**src/rtl/emu_scan_pkg.sv**
```systemverilog
// Shared types and defaults for the emulator RAM scan-chain sequencer.
package emu_scan_pkg;

  typedef enum logic [2:0] {
    ST_IDLE,
    ST_HALT,
    ST_SCAN,
    ST_FLUSH,
    ST_RELEASE
  } scan_state_e;

  localparam logic DIR_DUMP    = 1'b0;
  localparam logic DIR_RESTORE = 1'b1;

  localparam int DEF_DATA_WIDTH = 64;
  localparam int DEF_CHAIN_LEN  = 128;

endpackage

```
**src/rtl/emu_scan_out_reg.sv**
```systemverilog
// Single-entry dump output register: captures the chain head whenever the
// slot is empty or being drained, and reports that capture as the shift enable.
module emu_scan_out_reg #(
  parameter int DATA_WIDTH = 64
) (
  input  logic                  clk,
  input  logic                  rst,
  input  logic                  en,
  input  logic [DATA_WIDTH-1:0] sdo,
  input  logic                  out_ready,
  output logic                  out_valid,
  output logic [DATA_WIDTH-1:0] out_data,
  output logic                  capture
);

  logic                  valid_q, valid_d;
  logic [DATA_WIDTH-1:0] data_q, data_d;

  assign capture   = en && (!valid_q || out_ready);
  assign out_valid = valid_q;
  assign out_data  = data_q;

  always_comb begin
    valid_d = valid_q;
    data_d  = data_q;
    if (capture) begin
      valid_d = 1'b1;
      data_d  = sdo;
    end else if (valid_q && out_ready) begin
      valid_d = 1'b0;
    end
  end

  always_ff @(posedge clk or posedge rst) begin
    if (rst) begin
      valid_q <= 1'b0;
      data_q  <= '0;
    end else begin
      valid_q <= valid_d;
      data_q  <= data_d;
    end
  end

endmodule

```
**src/rtl/emu_ram_scan_ctrl.sv**
```systemverilog
// Emulator RAM scan-chain sequencer: halts the DUT, streams the chain out (dump)
// or in (restore), then releases. Optional checksum port: EMU_RAM_SCAN_CKSUM_EN.
module emu_ram_scan_ctrl
  import emu_scan_pkg::*;
#(
  parameter int DATA_WIDTH = DEF_DATA_WIDTH,
  parameter int CHAIN_LEN  = DEF_CHAIN_LEN,
  parameter int CNT_WIDTH  = $clog2(CHAIN_LEN + 1)
) (
  input  logic                  clk,
  input  logic                  rst,
  input  logic                  start,
  input  logic                  start_dir,
  output logic                  busy,
  output logic                  done,
  output logic                  emu_halt,
  output logic                  ram_scan,
  output logic                  ram_dir,
  output logic [DATA_WIDTH-1:0] ram_sdi,
  input  logic [DATA_WIDTH-1:0] ram_sdo,
  output logic                  out_valid,
  output logic [DATA_WIDTH-1:0] out_data,
  input  logic                  out_ready,
  input  logic                  in_valid,
  input  logic [DATA_WIDTH-1:0] in_data,
  output logic                  in_ready
`ifdef EMU_RAM_SCAN_CKSUM_EN
  ,
  output logic [DATA_WIDTH-1:0] cksum
`endif
);

  localparam logic [CNT_WIDTH-1:0] CNT_FULL = CNT_WIDTH'(CHAIN_LEN);
  localparam logic [CNT_WIDTH-1:0] CNT_LAST = CNT_WIDTH'(CHAIN_LEN - 1);

  scan_state_e          state_q, state_d;
  logic [CNT_WIDTH-1:0] cnt_q, cnt_d;
  logic                 dir_q, dir_d;
  logic                 done_q, done_d;
  logic                 cnt_open, dump_en, capture, in_hs;

  assign cnt_open = (cnt_q < CNT_FULL);
  assign dump_en  = (state_q == ST_SCAN) && (dir_q == DIR_DUMP) && cnt_open;
  assign in_ready = (state_q == ST_SCAN) && (dir_q == DIR_RESTORE) && cnt_open;
  assign in_hs    = in_valid && in_ready;

  emu_scan_out_reg #(
    .DATA_WIDTH(DATA_WIDTH)
  ) u_out_reg (
    .clk      (clk),
    .rst      (rst),
    .en       (dump_en),
    .sdo      (ram_sdo),
    .out_ready(out_ready),
    .out_valid(out_valid),
    .out_data (out_data),
    .capture  (capture)
  );

  // FLUSH shifts a zero word so the chain commits the last restored word.
  assign ram_scan = capture || in_hs || (state_q == ST_FLUSH);
  assign ram_sdi  = in_ready ? in_data : '0;
  assign ram_dir  = dir_q;
  assign emu_halt = (state_q != ST_IDLE);
  assign busy     = (state_q != ST_IDLE);
  assign done     = done_q;

  always_comb begin
    state_d = state_q;
    cnt_d   = cnt_q;
    dir_d   = dir_q;
    done_d  = 1'b0;
    unique case (state_q)
      ST_IDLE: begin
        if (start) begin
          dir_d   = start_dir;
          cnt_d   = '0;
          state_d = ST_HALT;
        end
      end
      ST_HALT: state_d = ST_SCAN;
      ST_SCAN: begin
        // The last dump word drains during RELEASE, so halt trails scan by one
        // cycle when the store is ready.
        if (capture || in_hs) begin
          cnt_d = cnt_q + CNT_WIDTH'(1);
          if (cnt_q == CNT_LAST) begin
            state_d = (dir_q == DIR_DUMP) ? ST_RELEASE : ST_FLUSH;
          end
        end
      end
      ST_FLUSH: state_d = ST_RELEASE;
      ST_RELEASE: begin
        if (!out_valid || out_ready) begin
          state_d = ST_IDLE;
          done_d  = 1'b1;
        end
      end
      default: state_d = ST_IDLE;
    endcase
  end

  always_ff @(posedge clk or posedge rst) begin
    if (rst) begin
      state_q <= ST_IDLE;
      cnt_q   <= '0;
      dir_q   <= 1'b0;
      done_q  <= 1'b0;
    end else begin
      state_q <= state_d;
      cnt_q   <= cnt_d;
      dir_q   <= dir_d;
      done_q  <= done_d;
    end
  end

`ifdef EMU_RAM_SCAN_CKSUM_EN
  logic [DATA_WIDTH-1:0] cksum_q, cksum_d;

  always_comb begin
    cksum_d = cksum_q;
    if (state_q == ST_IDLE && start) begin
      cksum_d = '0;
    end else if (capture) begin
      cksum_d = cksum_q ^ ram_sdo;
    end else if (in_hs) begin
      cksum_d = cksum_q ^ in_data;
    end
  end

  always_ff @(posedge clk or posedge rst) begin
    if (rst) begin
      cksum_q <= '0;
    end else begin
      cksum_q <= cksum_d;
    end
  end

  assign cksum = cksum_q;
`else
  // Checksum disabled: no extra state or port.
`endif

endmodule
```
**config.mk**
```make
export PLATFORM = sky130hd
export DESIGN_NAME = emu_ram_scan_ctrl
export DESIGN_NICKNAME = d
export VERILOG_FILES = /design/src/rtl/emu_scan_pkg.sv /design/src/rtl/emu_scan_out_reg.sv /design/src/rtl/emu_ram_scan_ctrl.sv
export SDC_FILE = /design/constraint.sdc
export NUM_CORES = 1
export LEC_CHECK = 0
export ABC_AREA = 1
export CAP_MARGIN = 40
export CORE_MARGIN = 3
export CORE_UTILIZATION = 35
export CTS_CLUSTER_SIZE = 16
export DETAILED_ROUTE_END_ITERATION = 16
export DONT_BUFFER_PORTS = 1
export GPL_ROUTABILITY_DRIVEN = 0
export RECOVER_POWER = 100
export SLEW_MARGIN = 15
export SYNTH_ARGS = -nofsm -noshare
export SYNTH_HDL_FRONTEND = slang
export SYNTH_HIERARCHICAL = 1
export SYNTH_SLANG_ARGS = --single-unit
```
**constraint.sdc**
```tcl
create_clock -name clk -period 1.95 [get_ports clk]
set_input_delay 0.195 -clock clk [delete_from_list [all_inputs] [get_ports clk]]
set_output_delay 0.195 -clock clk [all_outputs]
set_load 0.02 [all_outputs]
```
Yosys cells after proc, flatten, opt, wreduce, memory -nomap -nowiden --
Cells that the tools add are included.
Operators by class: order comparisons 1, $add $sub $neg 1, equality and inequality tests 9, reductions and logical operators 18, multiplexer cells 14, multipliers 0, bitwise operators 1, div/mod/pow operators 0, shift operators 0
Operators by type and width (number):
- 64-bit 2-to-1 mux | 1
- 8-bit 2-to-1 mux | 2
- 8-bit one-hot mux with 2 select lines | 1
- 3-bit 2-to-1 mux | 5
- 3-bit one-hot mux with 5 select lines | 1
- 8-bit by 1-bit adder with 8-bit output (second input constant) | 1
- 8-bit by 7-bit == test with 1-bit output (second input constant) | 1
- 8-bit less-than comparator (second input constant) | 1
- 1-bit logical AND | 7
- 3-bit by 2-bit == test with 1-bit output (second input constant) | 2
- 1-bit 2-to-1 mux | 4
- 2-bit by 1-bit inequality test with 1-bit output (second input constant) | 2
- 2-bit inequality test (second input constant) | 2
- 4-bit AND reduction | 1
- 2-bit nonzero test | 2
- 3-bit by 1-bit == test with 1-bit output (second input constant) | 1
- 3-bit == test (second input constant) | 1
- 3-bit logical NOT | 1
- 1-bit logical OR | 3
- 3-bit AND reduction | 1
- 3-bit nonzero test | 1
- 2-bit AND reduction | 1
- 1-bit logical NOT | 1
- 1-bit inverter | 1
Word-level totals: flip-flop bits (word level) 78, RAM bits 0, latch bits 0, memories kept 0, bits in read-only memories 0

Longest topological paths before layout --
word-level depth 7, depth in mapped cells 15

By module --
The synthesis kept the hierarchy.
By module, submodules not included:
- emu_scan_out_reg | area each 2601.2 sq um, cells an instance 284, instances 1
- emu_ram_scan_ctrl | area each 1387.6 sq um, cells an instance 254, instances 1

Worst setup path before layout --
Ideal clock, no wire load.
path type reg-to-reg, start point reg state_q[2], end point reg cnt_q[6], setup time 0.065 ns, arrival time 1.871 ns, required time 1.885 ns, period minus slack after synthesis 1.936 ns, path slack 0.014 ns, cell stages (with the launch flop) 16, buffers on the path 2, cells stage by stage dfrtp_1 inv_2 nand2_2 nor2_8 inv_2 nor3_1 nand2_2 buf_6 buf_6 inv_1 inv_1 nand2_1 nand2_2 nand2_2 nand2_1 nand2_1
Between the ends: word-level cells in the longest chain between the ends 7, elaborated cells between the ends (all ways) 14, those cells by class 3 x eq/ne; 1 x mux; 10 x reduce/logical
Ends and longest elaborated chain:
- from (decl) | RTL line emu_ram_scan_ctrl.sv:36 | scan_state_e state_q, state_d;
- from (signal assigned) | RTL line emu_ram_scan_ctrl.sv:110 | state_q <= state_d;
- 3-bit by 2-bit == test with 1-bit output | RTL line emu_ram_scan_ctrl.sv:43 | assign dump_en = (state_q == ST_SCAN) && (dir_q == DIR_DUMP) && cnt_open;
- 1-bit logical AND (2 in series) | RTL line emu_ram_scan_ctrl.sv:43
- named net dump_en | RTL line emu_ram_scan_ctrl.sv:40 | logic cnt_open, dump_en, capture, in_hs;
- 1-bit logical AND | RTL line emu_scan_out_reg.sv:19 | assign capture = en && (!valid_q || out_ready);
- named net capture | RTL line emu_ram_scan_ctrl.sv:40
- 1-bit logical OR | RTL line emu_ram_scan_ctrl.sv:85 | if (capture || in_hs) begin
- 2-bit by 1-bit inequality test with 1-bit output (no line)
- 3-bit AND reduction (no line)
- to (signal assigned) | RTL line emu_ram_scan_ctrl.sv:111 | cnt_q <= cnt_d;
- to (decl) | RTL line emu_ram_scan_ctrl.sv:37 | logic [CNT_WIDTH-1:0] cnt_q, cnt_d;
The timed path passes the listed nets, and every way through them passes these cells. A chain may end at the register's enable or synchronous reset.

Worst setup path after layout --
start point reg state_q[2], end point out ram_sdi[51]
Between the ends: word-level cells in the longest chain between the ends 4
Ends and longest elaborated chain:
- 3-bit by 2-bit == test with 1-bit output | RTL line emu_ram_scan_ctrl.sv:44 | assign in_ready = (state_q == ST_SCAN) && (dir_q == DIR_RESTORE) && cnt_open;
- 1-bit logical AND (2 in series) | RTL line emu_ram_scan_ctrl.sv:44
- 64-bit 2-to-1 mux | RTL line emu_ram_scan_ctrl.sv:62 | assign ram_sdi = in_ready ? in_data : '0;
- to (decl) | RTL line emu_ram_scan_ctrl.sv:19 | output logic [DATA_WIDTH-1:0] ram_sdi,
No other way between the ends.

==> impl_metrics.yaml <==
critical_path:
  path_cells: "inv_2 > nand2_4 > nor2_8 > clkinv_4 > nor3_4 > inv_4 > buf_12 > buf_16 > nor2_4 > buf_6"
  crit_fanout: 8
  critPathBufInv: 6
  start_kind: "flop"
  critPathCaptureType: "output port"
  critPathSlowestCell: "dfrtp_1"
  cp_data_arrival_time_ps: 1930
  regToRegStartpoint: "state_q[2]"
  crit_type: "reg2out"
  startpoint: "state_q[2]"
  crit_family: "buffers and inverters"
  required_ps: 1750
  critical_path.max_stage_delay_ps: 400
grt:
  met1_usage: 0.210
  met2_usage: 0.357
  busiest_layer: "met2"
  grt-ovfl-total: 0
  grt_usage: 0.196
  grt_pass1_wl_um: 19700
  grt_max_degree: 66
  antenna_found_initial: 0
  grt_use_met3: 0.0642
  grt_pass1_vias: 3776
power:
  p_int_uw: 6640
  vdd_drop_max_v: 0.00136
  sw_frac_of_total: 0.514
  powerDensity_nw_per_um2: 2640
  p_comb_frac: 0.614
  pwr-share-clk: 0.107
  pwr-share-seq: 0.279
  p_switching_uw: 7020
  leakage_uw: 0.00293
  p_total_uw: 13700
sta:
  finalCritPeriodShare: 1.09
  period_needed_ps: 2130
  max_freq_mhz: 471
  rsz0062_at_grt: "yes"
  slew_viol_final: 0
  slew_headroom: 0.189
  hold_viol: 0
  fin_tns_setup_ps: -6230
  max_slew.worst_pin.slew_ps: 1220
  fin_skew_ps: 4.42
  setup_violations: 65
  layout_setup_ws_ps: -175
routing:
  num_vias: 3719
  wirelength_um: 13000
  via_per_inst: 4.93
  drt_first_iter_violations: 205
  firstDrtPassIters: 4
  wire_per_inst_um: 17.2
  route.detailed.drc: 0
  ant_nets: 0
hold_path:
  min_path_type: "in2reg"
  min_from: "ram_sdo[35]"
finish:
  area_growth_pct: 29.5
  fin_util: 0.470
  final_cells: 755
  nNetsFinal: 747
  diodes: 0
  layout-drive-gt1-share: 0.223
placed_design:
  dp.cells: 723
  numPortBuffers: 0
  hpwl_um: 9510
clock_tree:
  htree_levels: 3
  clk_pin_slew_worst_paths_ps: 50
  insertion_delay_ps: 320
  cts-root-buf: "clkbuf_16"
  clockBufferDepth: 2
  cts_tree: "yes"
  numCtsBuffers: 9
  cts_sinks: 78
floorplan:
  io_pins: 269
  coreArea_um2: 11000
  fp-row-count: 38
  start_util: 0.363
  fp.dieW_um: 113
  dieArea_um2: 12700
  die_h_um: 113
logic_synthesis:
  ys_warn_count: 6
  yosysUniqueCellTypes: 22
  synthesis.area_um2: 3990
  avgSynthCellArea_um2: 7.41
  yosys_register_bits: 78
  postSynthCellCount: 538
  synth_fp_nets: 673
  synth-seq-area-share: 0.489
run_status:
  violations: "negative setup slack"
  status: "complete, but fails checks"
flow_run:
  drv_cap: 0
power by group through the flow:
| stage | clock, uW | sequential, uW | combinational, uW |
|---|---|---|---|
| floorplan | 0 | 3620 | 4850 |
| global placement | 0 | 3820 | 6580 |
| detailed placement | 0 | 3820 | 6770 |
| CTS | 1510 | 3820 | 8450 |
| global route | 1580 | 3890 | 9090 |
| finish | 1470 | 3810 | 8390 |
logic make-up after synthesis:
family          after synthesis  share of synthesized area
simple gates                339                      0.361
buf+inv                     112                      0.135
flops                        78                      0.489
compound gates                7                    0.00941
xor+xnor                      1                    0.00220
fa+ha+maj                     1                    0.00314
flip-flops by register name, indices dropped and copies added, names as in the netlist:
register	count
cnt_q	8
u_out_reg/out_data	64
done	1
state_q	3
ram_dir	1
u_out_reg/out_valid	1
routing by layer:
layer / up-vias / part of all wire
met5: - / 0
met4: 0 / 0.023
met3: 18 / 0.10
met2: 201 / 0.52
met1: 1736 / 0.36
li1: 1764 / -
final timing paths:
kind,slack [ps],endpoint,cells after the start
max in group asynchronous,350,u_out_reg/out_data[55],3
min in group asynchronous,390,ram_dir,2
worst min register to register,530,cnt_q[3],2
worst max register to register,30,cnt_q[0],14
worst min-delay path,10,u_out_reg/out_data[35],2
worst max-delay path,-180,ram_sdi[51],10
timing repair:
| action | in CTS | in global routing |
|---|---|---|
| buffers inserted | 12 | 4 |
| pin swaps | 2 | 3 |
| hold buffers | 1 | 1 |
| resized for setup | 47 | 15 |
| cloned | 3 | 0 |
| endpoints found under the setup margin | 65 | 69 |
| hold endpoints to repair | 42 | 1 |
final cells by class:
class / instances / area, um^2
fill: 1081 / 5820
sequential: 78 / 1950
multi-input combinational: 348 / 1620
timing repair buffer: 92 / 841
inverter: 83 / 319
clock buffer: 13 / 250
tap: 140 / 175
clock inverter: 1 / 7.51
cells in the final DEF, fill, tap and decap left out:
cell	n
nand3_1	79
nor3_2	1
clkbuf_16	9
buf_6	18
nor2_2	15
clkbuf_1	5
clkbuf_8	1
xor2_1	1
buf_4	64
dlygate4sd3_1	2
nor2_1	54
nand2_1	165
ha_1	1
nand2_4	1
nor3_1	2
or2_2	1
inv_2	1
o211ai_1	1
dfrtp_1	78
nand4_1	2
clkinv_4	1
inv_4	1
nor3_4	1
buf_12	2
buf_16	3
a21oi_1	4
clkinvlp_4	1
clkbuf_4	1
nor2_8	1
nor2_4	10
nand4_2	1
nand2_2	4
nor3b_1	2
o21ai_0	2
inv_1	80
synth_stat cells (all sizes together):
master / instances / area [um^2]
a21oi: 4 / 20.0
nand2: 170 / 651
nor3: 4 / 31.3
nor2: 80 / 317
o21ai: 2 / 10.0
nor3b: 2 / 15.0
buf: 29 / 226
inv: 83 / 312
xor2: 1 / 8.76
nand3: 79 / 395
or2: 1 / 6.26
o211ai: 1 / 7.51
dfrtp: 78 / 1950
nand4: 3 / 25.0
ha: 1 / 12.5
per-stage QoR:
step	area (um^2)	hold WS, ps	worst slack [ps]
detailed placement	4520	151	94.9
global route	5170	0.439	-242
floorplan	3990	72.0	14.0
finish	5170	14.4	-175
global placement	4520	139	201
CTS	5150	0.127	-101
Note: power is estimated with default switching activity, not from simulation.
